**config.mk**
```make
export PLATFORM = sky130hd
export DESIGN_NAME = vga_timing_ctrl
export DESIGN_NICKNAME = d
export VERILOG_FILES = /design/src/rtl/vga_timing_pkg.sv /design/src/rtl/vga_timing_ctrl_axis.sv /design/src/rtl/vga_timing_ctrl.sv
export SDC_FILE = /design/constraint.sdc
export NUM_CORES = 1
export LEC_CHECK = 0
export BUFFER_PORTS_ARGS = -buffer_cell sky130_fd_sc_hd__buf_2
export CAP_MARGIN = 20
export CORE_ASPECT_RATIO = 1.75
export CORE_UTILIZATION = 40
export CTS_CLUSTER_SIZE = 12
export DETAILED_ROUTE_END_ITERATION = 10
export PLACE_DENSITY_LB_ADDON = 0.3
export SYNTH_ARGS = -nofsm -noshare
export SYNTH_HDL_FRONTEND = slang
export SYNTH_HIERARCHICAL = 1
export SYNTH_SLANG_ARGS = --single-unit
```
**constraint.sdc**
```tcl
create_clock -name sys_clk -period 8.4 [get_ports sys_clk]
set_input_delay 1.26 -clock sys_clk [delete_from_list [all_inputs] [get_ports sys_clk]]
set_output_delay 1.26 -clock sys_clk [all_outputs]
set_load 0.05 [all_outputs]
```
**src/rtl/vga_timing_pkg.sv**
```systemverilog
// rtl/vga_timing_pkg.sv - shared types, select codes and default timing for the VGA raster sequencer
//   phase_e    : axis phase (visible, front porch, sync, back porch)
//   axis_len_t : the four phase lengths of one axis
//   SEL_*      : cfg_sel codes, H registers 0..3, V registers 4..7
package vga_timing_pkg;

   localparam int LEN_W = 11;

   typedef enum logic [1:0] {
      PH_VIS  = 2'd0,
      PH_FP   = 2'd1,
      PH_SYNC = 2'd2,
      PH_BP   = 2'd3
   } phase_e;

   localparam logic [2:0] SEL_H_VIS = 3'd0;
   localparam logic [2:0] SEL_H_FP  = 3'd1;
   localparam logic [2:0] SEL_H_SW  = 3'd2;
   localparam logic [2:0] SEL_H_BP  = 3'd3;
   localparam logic [2:0] SEL_V_VIS = 3'd4;
   localparam logic [2:0] SEL_V_FP  = 3'd5;
   localparam logic [2:0] SEL_V_SW  = 3'd6;
   localparam logic [2:0] SEL_V_BP  = 3'd7;

   localparam int DEF_H_VIS = 800;
   localparam int DEF_H_FP  = 56;
   localparam int DEF_H_SW  = 120;
   localparam int DEF_H_BP  = 64;
   localparam int DEF_V_VIS = 600;
   localparam int DEF_V_FP  = 37;
   localparam int DEF_V_SW  = 6;
   localparam int DEF_V_BP  = 23;

   typedef struct packed {
      logic [LEN_W-1:0] vis;
      logic [LEN_W-1:0] fp;
      logic [LEN_W-1:0] sw;
      logic [LEN_W-1:0] bp;
   } axis_len_t;

   // A zero-length phase would stall the axis, so zero is stored as one.
   function automatic logic [LEN_W-1:0] clamp_len(input logic [LEN_W-1:0] val);
      return (val == '0) ? LEN_W'(1) : val;
   endfunction

   function automatic axis_len_t set_len(input axis_len_t cur, input logic [1:0] idx,
                                         input logic [LEN_W-1:0] val);
      axis_len_t res;
      res = cur;
      case (idx)
         2'd0:    res.vis = val;
         2'd1:    res.fp  = val;
         2'd2:    res.sw  = val;
         default: res.bp  = val;
      endcase
      return res;
   endfunction

endpackage

```
**src/rtl/vga_timing_ctrl_axis.sv**
```systemverilog
// rtl/vga_timing_ctrl_axis.sv - one raster axis: VIS -> FP -> SYNC -> BP phase sequencer
//   sys_clk, rst : pixel clock, async active-high reset
//   adv          : advance one count this clock
//   len          : lengths of the four phases (each >= 1)
//   phase_nxt    : phase the axis holds after this edge
//   cnt_nxt      : phase counter after this edge
//   wrap         : current clock is the last count of PH_BP
module vga_axis_seq
   import vga_timing_pkg::*;
(
   input  logic             sys_clk,
   input  logic             rst,
   input  logic             adv,
   input  axis_len_t        len,
   output phase_e           phase_nxt,
   output logic [LEN_W-1:0] cnt_nxt,
   output logic             wrap
);

   phase_e           phase;
   logic [LEN_W-1:0] cnt;
   logic [LEN_W-1:0] cur_len;
   logic             last;

   always_comb begin
      cur_len = len.vis;
      case (phase)
         PH_VIS:  cur_len = len.vis;
         PH_FP:   cur_len = len.fp;
         PH_SYNC: cur_len = len.sw;
         PH_BP:   cur_len = len.bp;
         default: cur_len = len.vis;
      endcase
   end

   // >= rather than == keeps the counter bounded even if lengths shrink.
   assign last = (cnt >= cur_len - LEN_W'(1));
   assign wrap = (phase == PH_BP) && last;

   // Next state is exported so the top can register outputs aligned with the state.
   always_comb begin
      phase_nxt = phase;
      cnt_nxt   = cnt;
      if (adv) begin
         if (last) begin
            cnt_nxt = '0;
            case (phase)
               PH_VIS:  phase_nxt = PH_FP;
               PH_FP:   phase_nxt = PH_SYNC;
               PH_SYNC: phase_nxt = PH_BP;
               default: phase_nxt = PH_VIS;
            endcase
         end else begin
            cnt_nxt = cnt + LEN_W'(1);
         end
      end
   end

   always_ff @(posedge sys_clk or posedge rst) begin
      if (rst) begin
         phase <= PH_VIS;
         cnt   <= '0;
      end else begin
         phase <= phase_nxt;
         cnt   <= cnt_nxt;
      end
   end

endmodule

```
**src/rtl/vga_timing_ctrl.sv**
```systemverilog
// rtl/vga_timing_ctrl.sv - programmable VGA raster sequencer with frame-boundary commit
//   sys_clk, rst            : pixel clock, async active-high reset
//   cfg_we/cfg_sel/cfg_data : write one shadow timing register (ignored while busy)
//   cfg_commit              : apply shadow timing at the next frame end
//   cfg_busy, commit_done   : commit pending / new timing took effect
//   hsync, vsync            : active-low syncs
//   blank, px_x, px_y       : blanking and pixel coordinates
//   line_start, frame_start : first visible clock of a line / pixel (0,0)
module vga_timing_ctrl
   import vga_timing_pkg::*;
#(
   parameter int CW    = LEN_W,
   parameter int H_VIS = DEF_H_VIS,
   parameter int H_FP  = DEF_H_FP,
   parameter int H_SW  = DEF_H_SW,
   parameter int H_BP  = DEF_H_BP,
   parameter int V_VIS = DEF_V_VIS,
   parameter int V_FP  = DEF_V_FP,
   parameter int V_SW  = DEF_V_SW,
   parameter int V_BP  = DEF_V_BP
) (
   input  logic          sys_clk,
   input  logic          rst,
   input  logic          cfg_we,
   input  logic [2:0]    cfg_sel,
   input  logic [CW-1:0] cfg_data,
   input  logic          cfg_commit,
   output logic          cfg_busy,
   output logic          commit_done,
   output logic          hsync,
   output logic          vsync,
   output logic          blank,
   output logic [CW-1:0] px_x,
   output logic [CW-1:0] px_y,
   output logic          line_start,
   output logic          frame_start
);

   localparam axis_len_t DEF_H = '{vis: LEN_W'(H_VIS), fp: LEN_W'(H_FP),
                                   sw: LEN_W'(H_SW), bp: LEN_W'(H_BP)};
   localparam axis_len_t DEF_V = '{vis: LEN_W'(V_VIS), fp: LEN_W'(V_FP),
                                   sw: LEN_W'(V_SW), bp: LEN_W'(V_BP)};

   axis_len_t        shadow_h, shadow_v;
   axis_len_t        active_h, active_v;
   phase_e           h_ph_nxt, v_ph_nxt;
   logic [LEN_W-1:0] h_cnt_nxt, v_cnt_nxt;
   logic             h_wrap, v_wrap;
   logic             frame_end;
   logic             line_start_nxt;

   vga_axis_seq u_h_axis (
      .sys_clk   (sys_clk),
      .rst       (rst),
      .adv       (1'b1),
      .len       (active_h),
      .phase_nxt (h_ph_nxt),
      .cnt_nxt   (h_cnt_nxt),
      .wrap      (h_wrap)
   );

   vga_axis_seq u_v_axis (
      .sys_clk   (sys_clk),
      .rst       (rst),
      .adv       (h_wrap),
      .len       (active_v),
      .phase_nxt (v_ph_nxt),
      .cnt_nxt   (v_cnt_nxt),
      .wrap      (v_wrap)
   );

   // Last clock of the last line of vertical back porch.
   assign frame_end = h_wrap && v_wrap;

   // Active lengths only change on the frame-end edge, when both axes return
   // to (PH_VIS, 0), so the next frame starts cleanly under the new timing.
   always_ff @(posedge sys_clk or posedge rst) begin
      if (rst) begin
         shadow_h    <= DEF_H;
         shadow_v    <= DEF_V;
         active_h    <= DEF_H;
         active_v    <= DEF_V;
         cfg_busy    <= 1'b0;
         commit_done <= 1'b0;
      end else begin
         commit_done <= 1'b0;
         if (frame_end && (cfg_busy || cfg_commit)) begin
            active_h    <= shadow_h;
            active_v    <= shadow_v;
            cfg_busy    <= 1'b0;
            commit_done <= 1'b1;
         end else if (!cfg_busy && cfg_commit) begin
            cfg_busy <= 1'b1;
         end
         if (!cfg_busy && cfg_we) begin
            if (cfg_sel >= SEL_V_VIS)
               shadow_v <= set_len(shadow_v, cfg_sel[1:0], clamp_len(cfg_data));
            else
               shadow_h <= set_len(shadow_h, cfg_sel[1:0], clamp_len(cfg_data));
         end
      end
   end

   assign line_start_nxt = (h_ph_nxt == PH_VIS) && (h_cnt_nxt == '0);

   // Outputs are registered from the axes' next state, so they line up with the state registers.
   always_ff @(posedge sys_clk or posedge rst) begin
      if (rst) begin
         hsync       <= 1'b1;
         vsync       <= 1'b1;
         blank       <= 1'b0;
         px_x        <= '0;
         px_y        <= '0;
         line_start  <= 1'b1;
         frame_start <= 1'b1;
      end else begin
         hsync       <= (h_ph_nxt != PH_SYNC);
         vsync       <= (v_ph_nxt != PH_SYNC);
         blank       <= (h_ph_nxt != PH_VIS) || (v_ph_nxt != PH_VIS);
         px_x        <= h_cnt_nxt;
         if (v_ph_nxt == PH_VIS)
            px_y <= v_cnt_nxt;
         line_start  <= line_start_nxt;
         frame_start <= line_start_nxt && (v_ph_nxt == PH_VIS) && (v_cnt_nxt == '0);
      end
   end

endmodule

```
==> reports/metrics.yaml <==
run_status:
  status: "finished, violations left"
  violations: "DRC"
drt:
  viasPerCell: 5.48
  drt_iter0_drc: 362
  wl_mm: 24.4
  ant_nets: 0
  wl_per_cell_um: 20.6
  vias: 6501
  first_pass_iters: 8
  drc: 2
sta:
  setup_violations: 0
  maxSlewViolCount: 0
  finalCriticalPeriod_ns: 6.07
  post-route-period-util_pct: 72.3
  rsz0062_at_grt: "false"
  worst_slew_pin_slew_ns: 1.04
  hold_ws_ns: 0.488
  fin_tns_setup_ns: 0
  relSlewSlack_pct: 30.3
  hold_viol: 0
  max_clock_freq_mhz: 165
  worst_clock_skew_ns: 0.00767
critical_path:
  path_class: "flop to flop"
  reg2reg_slack_ns: 2.33
  arrival_ns: 6.49
  r2r_start: "u_v_axis/phase[0]"
  startpoint_type: "flop"
  rr_worst_depth: 16
  crit_path_end_kind: "flop"
  reg2reg_to: "px_y[6]"
  cp_data_required_time_ns: 8.81
  cp_max_fo: 18
clocking:
  clk_pin_slew_ns: 0.06
  cts_buffer_depth: 3
  cts_buffers: 23
  clk_latency_ns: 0.53
  cts_root_buf: "clkbuf_16"
  hold_buffers: 0
  cts_resized: 0
  clock-sinks: 231
  tritoncts: "built"
  post_cts_buffers: 0
  cts_max_level: 1
logic_synthesis:
  synth_flop_cell: "dfrtp_1"
  ys_top_cells_by_count: "dfrtp_1, mux2_2, dfstp_2"
  synth_cell_types: 67
  synth_xor_area_share_pct: 1.99
  synth_largest_area_cell: "dfrtp_1"
  syn_area_per_cell_um2: 13.2
  ys_seq_elements: 231
  netlist_top_cells_area: "dfrtp_1, mux2_2, dfstp_2, ha_1, a222oi_1"
  synth_edf_count: 0
  synth_mux_area_share_pct: 19.8
  synthArstFlopShare_pct: 100
  synthCells: 802
  synth_top_family_by_area: "multiplexers"
  yosysSeqAreaShare_pct: 55.2
  yosys_warnings: 6
  synth_compound_gate_area_share_pct: 7.79
  yosysMostFrequentCell: "dfrtp_1"
  netlist_area_mm2: 0.0106
  yosys.area.top_type_share_pct: 42.3
  yosys.area_share.simple_pct: 7.74
  synthAdderAreaFrac_pct: 4.49
worst_hold_path:
  min_to: "active_v[25]"
  hold_path.class: "flop to flop"
  min_path_cells: 1
  holdCritStartpoint: "shadow_v[25]"
global_route:
  grt_use_total_pct: 18.8
  grt.met2_usage_pct: 36.2
  met1_usage_pct: 20.1
  gr-total-overflow: 0
  antenna_found_initial: 0
  grt_util_met3_pct: 2.24
  grt_pass1_wl_mm: 38.8
  grt_max_degree: 108
  grt_pass1_vias: 6875
  busiest_layer: "met2"
floorplan:
  fp.dieW_um: 125
  initial_core_util_pct: 40.8
  num_io_pins: 47
  die_area_mm2: 0.0271
  core_mm2: 0.0260
  num_rows: 78
  die_y_um: 217
run:
  max_cap_viol_count: 0
placed_design:
  post_dp_cell_area_mm2: 0.0111
  port_buffers: 46
  place_congestion: 0.841
  dpl.hpwl_mm: 17.2
  place_inst: 1147
cells_and_area:
  drive_gt1_share_pct: 37.1
  nNetsFinal: 908
  insertedDiodeCount: 0
  fin_area_mm2: 0.0118
  syn2layout_area_growth_pct: 11.2
  fill_cells: 2416
  finalNonFillerCells: 1187
  finish.utilization_pct: 45.3
pwr:
  swShare_pct: 25.9
  combPwrFrac_pct: 9.2
  p_per_area_mw_per_mm2: 202
  power_switching_uw: 614
  p_int_uw: 1760
  clkPwrFrac_pct: 39.9
  ir_drop_mv: 0.160
  leakage_uw: 0.00576
  seq_power_share_pct: 50.8
## flip-flops by register name, summed over array words and instances, names as in the netlist
name and count:
u_h_axis/phase 2, u_h_axis/cnt 11, u_v_axis/cnt 11, blank 1, px_y 11, line_start 1
shadow_h 44, active_v 44, u_v_axis/phase 2, commit_done 1, shadow_v 44, px_x 11
cfg_busy 1, hsync 1, frame_start 1, vsync 1, active_h 44
## cell usage in the layout (no fill, tap or decap), drive strengths merged, types with 16 or more instances in the layout
cell and count:
nor2 33, o21ai 28, mux2 174, xnor2 16
a222oi 18, nand2 41, clkbuf 38, a21oi 21
ha 38, dfstp 52, buf 55, inv 24
dfrtp 179
## critical path: stages (launching register included)
cell and delay, ns:
dfrtp_1 0.42, inv_1 0.14, ha_1 0.45, clkinv_1 0.51, o21ai_0 0.39, ha_1 0.27, nand2_1 0.12, nor4_2 0.28
xnor2_1 0.11, ha_1 0.32, nand4_1 0.12, or3b_1 0.35, o221ai_1 0.65, and2_0 0.39, o21ai_0 0.19, nor2_1 0.81
mux2_2 0.42
## power by group through the flow
stage	clock network, uW	registers (uW)	logic, uW
3_3_place_gp	0	1230	219
5_1_grt	1030	1210	239
6_report	949	1210	219
3_5_place_dp	0	1230	222
2_1_floorplan	0	1280	95.0
4_1_cts	980	1210	222
## per-layer routing
metal | up-vias | part of all wire, %
li1 | 2999 | -
met1 | 3309 | 37
met2 | 138 | 55
met3 | 55 | 3.8
met4 | 0 | 4.3
met5 | - | 0
## how the worst max path moves through the flow
stage	slack [ns]	to	start
floorplan	1.63	active_h[0]	rst
global route	1.71	px_y[6]	u_v_axis/phase[0]
detailed placement	2.32	px_y[6]	u_v_axis/phase[0]
global placement	2.42	px_y[5]	u_v_axis/phase[0]
CTS	2.31	px_y[6]	u_v_axis/phase[0]
finish	2.33	px_y[6]	u_v_axis/phase[0]
## stage by stage
stage / setup WS, ns / power (uW)
after CTS: 2.31 / 2410
after detailed placement: 2.32 / 1450
final: 2.33 / 2380
after global routing: 1.71 / 2480
after floorplan: 1.63 / 1370
after global placement: 2.42 / 1450
## kinds of logic after synthesis
logic type / after synthesis
AOI/OAI and AO/OA: 115
xor gates and xnor gates: 24
adders and majority gates: 38
buffers and inverters: 56
DFF: 231
muxes: 184
other: 1
and+or+nand+nor: 153
## cell type report
class | instances | area [um2] | area share [%]
sequential | 231 | 5850 | 49.7
multi-input combinational | 517 | 4440 | 37.8
timing repair buffer | 55 | 302 | 2.56
clock buffer | 38 | 652 | 5.54
clock inverter | 2 | 25.0 | 0.213
inverter | 24 | 97.6 | 0.830
tap | 320 | 400 | 3.40
Power figures use the tool's default switching activity.
